[config.mk]
export PLATFORM = sky130hd
export DESIGN_NAME = ahb_lsu_master
export DESIGN_NICKNAME = d
export VERILOG_FILES = /design/src/rtl/ahb_lsu_master.sv
export SDC_FILE = /design/constraint.sdc
export NUM_CORES = 1
export LEC_CHECK = 0
export BUFFER_PORTS_ARGS = -buffer_cell sky130_fd_sc_hd__buf_2
export CAP_MARGIN = 20
export CORE_MARGIN = 1
export CORE_UTILIZATION = 55
export DETAILED_ROUTE_END_ITERATION = 6
export PLACE_DENSITY = 0.86
export SLEW_MARGIN = 20
export SYNTH_ARGS = -nofsm -noshare
export SYNTH_HDL_FRONTEND = slang
export SYNTH_SLANG_ARGS = --single-unit
[constraint.sdc]
create_clock -name clk -period 3.4 [get_ports clk]
set_input_delay 0.34 -clock clk [delete_from_list [all_inputs] [get_ports clk]]
set_output_delay 0.34 -clock clk [all_outputs]
set_load 0.1 [all_outputs]
[src/rtl/ahb_lsu_master.sv]
// ahb_lsu_master: single-beat AHB-Lite master for ARM load/store accesses.
// Replicates store data across byte lanes, and extracts and sign- or zero-extends
// load data for register writeback.
// Optional feature macro: LSU_UNALIGNED_ROTATE_EN. When defined, misaligned word
// accesses are issued word-aligned and load data is rotated (ARMv4 behaviour).
// When undefined, misaligned word accesses are rejected.
module ahb_lsu_master (
    input  logic        clk,
    input  logic        rst_n,
    // request from decode/execute
    input  logic        req_valid,
    output logic        req_ready,
    input  logic        req_write,
    input  logic [1:0]  req_size,
    input  logic        req_signed,
    input  logic [31:0] req_addr,
    input  logic [31:0] req_wdata,
    input  logic [4:0]  req_rd_id,
    // response to writeback
    output logic        rsp_valid,
    output logic        rsp_err,
    output logic [31:0] rsp_rdata,
    output logic [4:0]  rsp_rd_id,
    // AHB-Lite master
    output logic [31:0] HADDR,
    output logic [1:0]  HTRANS,
    output logic        HWRITE,
    output logic [2:0]  HSIZE,
    output logic [2:0]  HBURST,
    output logic [31:0] HWDATA,
    input  logic [31:0] HRDATA,
    input  logic        HREADY,
    input  logic        HRESP
);

    typedef enum logic [1:0] {StIdle, StAddr, StData, StResp} state_e;

    localparam logic [1:0] HtransIdle   = 2'b00;
    localparam logic [1:0] HtransNonseq = 2'b10;

    state_e      state_q, state_d;
    logic        write_q, write_d;
    logic [1:0]  size_q, size_d;
    logic        sext_q, sext_d;
    logic [1:0]  lane_q, lane_d;
    logic [31:0] wdata_q, wdata_d;
    logic [4:0]  rd_id_q, rd_id_d;

    logic [31:0] haddr_q, haddr_d;
    logic [1:0]  htrans_q, htrans_d;
    logic        hwrite_q, hwrite_d;
    logic [2:0]  hsize_q, hsize_d;
    logic [31:0] hwdata_q, hwdata_d;

    logic        rsp_valid_q, rsp_valid_d;
    logic        rsp_err_q, rsp_err_d;
    logic [31:0] rsp_rdata_q, rsp_rdata_d;
    logic [4:0]  rsp_rd_id_q, rsp_rd_id_d;

    logic        req_illegal;

    // Store data is right-aligned; copy it onto every lane the slave may sample.
    function automatic logic [31:0] store_replicate(input logic [31:0] data,
                                                    input logic [1:0]  size);
        logic [31:0] r;
        case (size)
            2'b00:   r = {4{data[7:0]}};
            2'b01:   r = {2{data[15:0]}};
            default: r = data;
        endcase
        return r;
    endfunction

    // Pick the addressed lane out of the read bus and extend it to 32 bits.
    function automatic logic [31:0] load_extract(input logic [31:0] data,
                                                 input logic [1:0]  size,
                                                 input logic [1:0]  lane,
                                                 input logic        sext);
        logic [7:0]  b;
        logic [15:0] h;
        logic [31:0] r;
        case (lane)
            2'd0:    b = data[7:0];
            2'd1:    b = data[15:8];
            2'd2:    b = data[23:16];
            default: b = data[31:24];
        endcase
        h = lane[1] ? data[31:16] : data[15:0];
        case (size)
            2'b00:   r = {{24{sext & b[7]}}, b};
            2'b01:   r = {{16{sext & h[15]}}, h};
            default: begin
`ifdef LSU_UNALIGNED_ROTATE_EN
                // Rotate right by 8 * addr[1:0].
                case (lane)
                    2'd0:    r = data;
                    2'd1:    r = {data[7:0], data[31:8]};
                    2'd2:    r = {data[15:0], data[31:16]};
                    default: r = {data[23:0], data[31:24]};
                endcase
`else
                r = data;
`endif
            end
        endcase
        return r;
    endfunction

    // Accesses that are rejected in IDLE without touching the bus.
    always_comb begin
`ifdef LSU_UNALIGNED_ROTATE_EN
        req_illegal = (req_size == 2'b11) || (req_size == 2'b01 && req_addr[0]);
`else
        req_illegal = (req_size == 2'b11) || (req_size == 2'b01 && req_addr[0]) ||
                      (req_size == 2'b10 && req_addr[1:0] != 2'b00);
`endif
    end

    // FSM next state together with the registered bus and response values.
    always_comb begin
        state_d     = state_q;
        write_d     = write_q;
        size_d      = size_q;
        sext_d      = sext_q;
        lane_d      = lane_q;
        wdata_d     = wdata_q;
        rd_id_d     = rd_id_q;
        haddr_d     = haddr_q;
        htrans_d    = htrans_q;
        hwrite_d    = hwrite_q;
        hsize_d     = hsize_q;
        hwdata_d    = hwdata_q;
        rsp_valid_d = 1'b0;
        rsp_err_d   = rsp_err_q;
        rsp_rdata_d = rsp_rdata_q;
        rsp_rd_id_d = rsp_rd_id_q;

        unique case (state_q)
            StIdle: begin
                if (req_valid) begin
                    write_d = req_write;
                    size_d  = req_size;
                    sext_d  = req_signed;
                    lane_d  = req_addr[1:0];
                    wdata_d = req_wdata;
                    rd_id_d = req_rd_id;
                    if (req_illegal) begin
                        state_d     = StResp;
                        rsp_valid_d = 1'b1;
                        rsp_err_d   = 1'b1;
                        rsp_rdata_d = 32'h0;
                        rsp_rd_id_d = req_rd_id;
                    end else begin
                        state_d  = StAddr;
                        htrans_d = HtransNonseq;
                        // Words go out word-aligned; only reachable misaligned with rotation.
                        haddr_d  = (req_size == 2'b10) ? {req_addr[31:2], 2'b00} : req_addr;
                        hwrite_d = req_write;
                        hsize_d  = {1'b0, req_size};
                    end
                end
            end
            StAddr: begin
                if (HREADY) begin
                    state_d  = StData;
                    htrans_d = HtransIdle;
                    hwdata_d = store_replicate(wdata_q, size_q);
                end
            end
            StData: begin
                // First cycle of a two-cycle ERROR has HREADY low and is simply waited out.
                if (HREADY) begin
                    state_d     = StResp;
                    rsp_valid_d = 1'b1;
                    rsp_err_d   = HRESP;
                    rsp_rdata_d = (HRESP || write_q) ? 32'h0
                                : load_extract(HRDATA, size_q, lane_q, sext_q);
                    rsp_rd_id_d = rd_id_q;
                end
            end
            StResp: begin
                state_d = StIdle;
            end
            default: state_d = StIdle;
        endcase
    end

    // State and output registers, cleared asynchronously.
    always_ff @(posedge clk or negedge rst_n) begin
        if (!rst_n) begin
            state_q     <= StIdle;
            write_q     <= 1'b0;
            size_q      <= 2'b00;
            sext_q      <= 1'b0;
            lane_q      <= 2'b00;
            wdata_q     <= 32'h0;
            rd_id_q     <= 5'd0;
            haddr_q     <= 32'h0;
            htrans_q    <= HtransIdle;
            hwrite_q    <= 1'b0;
            hsize_q     <= 3'b000;
            hwdata_q    <= 32'h0;
            rsp_valid_q <= 1'b0;
            rsp_err_q   <= 1'b0;
            rsp_rdata_q <= 32'h0;
            rsp_rd_id_q <= 5'd0;
        end else begin
            state_q     <= state_d;
            write_q     <= write_d;
            size_q      <= size_d;
            sext_q      <= sext_d;
            lane_q      <= lane_d;
            wdata_q     <= wdata_d;
            rd_id_q     <= rd_id_d;
            haddr_q     <= haddr_d;
            htrans_q    <= htrans_d;
            hwrite_q    <= hwrite_d;
            hsize_q     <= hsize_d;
            hwdata_q    <= hwdata_d;
            rsp_valid_q <= rsp_valid_d;
            rsp_err_q   <= rsp_err_d;
            rsp_rdata_q <= rsp_rdata_d;
            rsp_rd_id_q <= rsp_rd_id_d;
        end
    end

    assign req_ready = (state_q == StIdle);
    assign rsp_valid = rsp_valid_q;
    assign rsp_err   = rsp_err_q;
    assign rsp_rdata = rsp_rdata_q;
    assign rsp_rd_id = rsp_rd_id_q;
    assign HADDR     = haddr_q;
    assign HTRANS    = htrans_q;
    assign HWRITE    = hwrite_q;
    assign HSIZE     = hsize_q;
    assign HBURST    = 3'b000;
    assign HWDATA    = hwdata_q;

endmodule

==> run metrics <==
Worst-Margin Slew=0.895 ns; vias per cell=5.58; largest family of logic cells by synthesized area=multiplexers; GR Overflow Total=0; Worst setup EP type=flip-flop; crit-path cells=inv_1 > ha_1 > o21ai_0 > a31oi_4 > buf_4 > a32o_1; Final Setup Violations=0; PostCTS Resize Cnt=0; status=completed; final hold viol count=0; startpoint type of the worst setup path=flip-flop; first-pass GRT wire length=27200 um; routed via count=5404; post-synthesis simple-gate area fraction=0.0929; Crit-path slowest cell=a31oi_4; TritonCTS buffer count=17; Sink Count=152; clock skew=0.00514 ns; Site Rows=40; max_cap viols=0; Root Driver=clkbuf_16; Critical Path Fanout Max=27; Syn Area/Cell=11.7 um2; Post-synth EDFFs=0; core area=12100 um2; Final Max Tran Viols=0; synthesis-to-layout area growth=26.0%; Post-Syn Area=6850 um2; I/O pins=223; Worst-Skew Late Latency=0.42 ns; share of cells above drive strength 1=0.454; Die H=114 um; Yosys top cell area share=0.555; RSZ-0062 raised after global routing=no; Iter 0 DRT Violations=355; clock tree buffer depth=2; largest delay contributor family on the critical path=compound AO/OA/AOI/OAI gates; part of the Yosys area used for sequential elements=0.555; number of antenna violations at the first check in global routing=0; compound-cell area share of the yosys netlist=0.104; worst endpoint data arrival time=2.86 ns; mux share of post-synthesis cell area=0.205; leading register cell type out of synthesis=dfrtp_1; xor/xnor cell area share of the yosys netlist=0; H-tree depth=4; drt wl/cell=17.6 um; CP bufs+invs=2; Initial Utilization=0.568; Total GRT Usage=0.277; DRT antenna net count=0; PortBufs=217; Synth area leaders=dfrtp_1, mux2_2, nand2_1, mux2i_1, o21ai_0; first-pass detailed-route iteration total=7; Synth Area in Adders=0.00548; Nets=903; Antenna Cells=0; setup TNS=0 ns; pin count of the biggest net entering global routing=100; Async S/R FF share, synth=1.00; Post-synth top cells=dfrtp_1, mux2_2, nand2_1, o21ai_0, a21oi_1; Post-CTS Setup Repair Bufs=0; area leader, netlist=dfrtp_1; Cell variety after synth=40; Detailed Place HPWL=11900 um; Required @ worst endpoint=3.75 ns; Die Width=114 um; yosys warns=0; Total Wirelength=17000 um; Clock transition at path regs=0.06 ns; Syn Inst Count=587; # DRC=0; fmax=398 MHz; HP Class=in2async; slew margin rel.=0.403; part of the cycle the worst path needs=0.738; count leader, synth=dfrtp_1; CP Class=reg2reg; vias in the first global route=5483; final worst path period need=2.51 ns; crit-path max cell delay=0.77 ns; routability cong.=0.830; die area=12900 um2; # fillers=843; Hold-fix buffers, CTS=0; CTS tree=yes; Yosys reg bits=152
-- metrics by stage --
stage	utilization	setup WS [ns]	cell area, um2	hold WS [ns]	std cells
6_report	0.716	0.889	8640	0.0304	969
5_1_grt	0.716	0.718	8640	0.115	969
4_1_cts	0.713	0.903	8610	0.0667	968
3_5_place_dp	0.666	0.919	8040	0.459	938
3_3_place_gp	0.666	1.06	8040	0.457	938
2_1_floorplan	-	0.690	6870	0.0444	591
-- worst paths after layout --
kind,startpoint,endpoint,slack [ns],cells after the start
max,state_q[0],rsp_rdata[14],0.89,6
min,rst_n,rsp_rd_id[0],0.03,1
max reg2reg,state_q[0],rsp_rdata[14],0.89,6
min reg2reg,HWDATA[25],HWDATA[25],0.48,2
max in group asynchronous,rst_n,wdata_q[15],2.56,2
min in group clk,req_addr[8],HADDR[8],0.13,2
-- state kept, by name (all words and copies together), names as in the netlist, 5 cells and up --
register   count
wdata_q       32
HADDR         32
rsp_rdata     32
rd_id_q        5
rsp_rd_id      5
HWDATA        32
-- placed cells by master, fill, tap and decap left out, drive strengths merged, types with 11 or more instances in the layout --
cell type | synthesis | routed
nand2 | 73 | 73
a21oi | 31 | 31
nor3 | 15 | 15
nand2b | 19 | 19
clkbuf | 15 | 19
nor2 | 11 | 11
mux2 | 101 | 101
buf | 30 | 225
mux2i | 27 | 27
o2bb2ai | 16 | 16
dfrtp | 152 | 152
o21ai | 49 | 49
-- worst reg2reg max path, stage by stage (launching register included) --
cell and delay [ns]:
dfrtp_1 0.38, inv_1 0.11, ha_1 0.45, o21ai_0 0.25
a31oi_4 0.77, buf_4 0.32, a32o_1 0.16
-- layer usage --
| layer | GRT usage | part of all wire | vias up |
|---|---|---|---|
| li1 | - | - | 2478 |
| met1 | 0.355 | 0.42 | 2657 |
| met2 | 0.454 | 0.48 | 235 |
| met3 | 0.0685 | 0.071 | 34 |
| met4 | 0.113 | 0.022 | 0 |
| met5 | 0 | 0 | - |
-- area by class of cell --
class                      instances  area [um2]  share of cell area
clock inverter                    11         124              0.0143
clock buffer                      19         443              0.0513
tap                              168         210              0.0243
inverter                           7        26.3             0.00304
multi-input combinational        387        2840               0.329
timing repair buffer             225        1180               0.137
sequential                       152        3800               0.441
-- logic make-up (layout without fill, tap and decap cells) --
kind of cell    after synthesis  in the layout
flops                       152            152
compound gates              114            114
simple gates                137            137
fa+ha+maj                     3              3
other cells                   1              5
mux                         128            128
buf+inv                      52            262
Power is left out: the tool's default activity adds up to more than one toggle a clock period on the data nets, which glitch-free logic cannot reach.
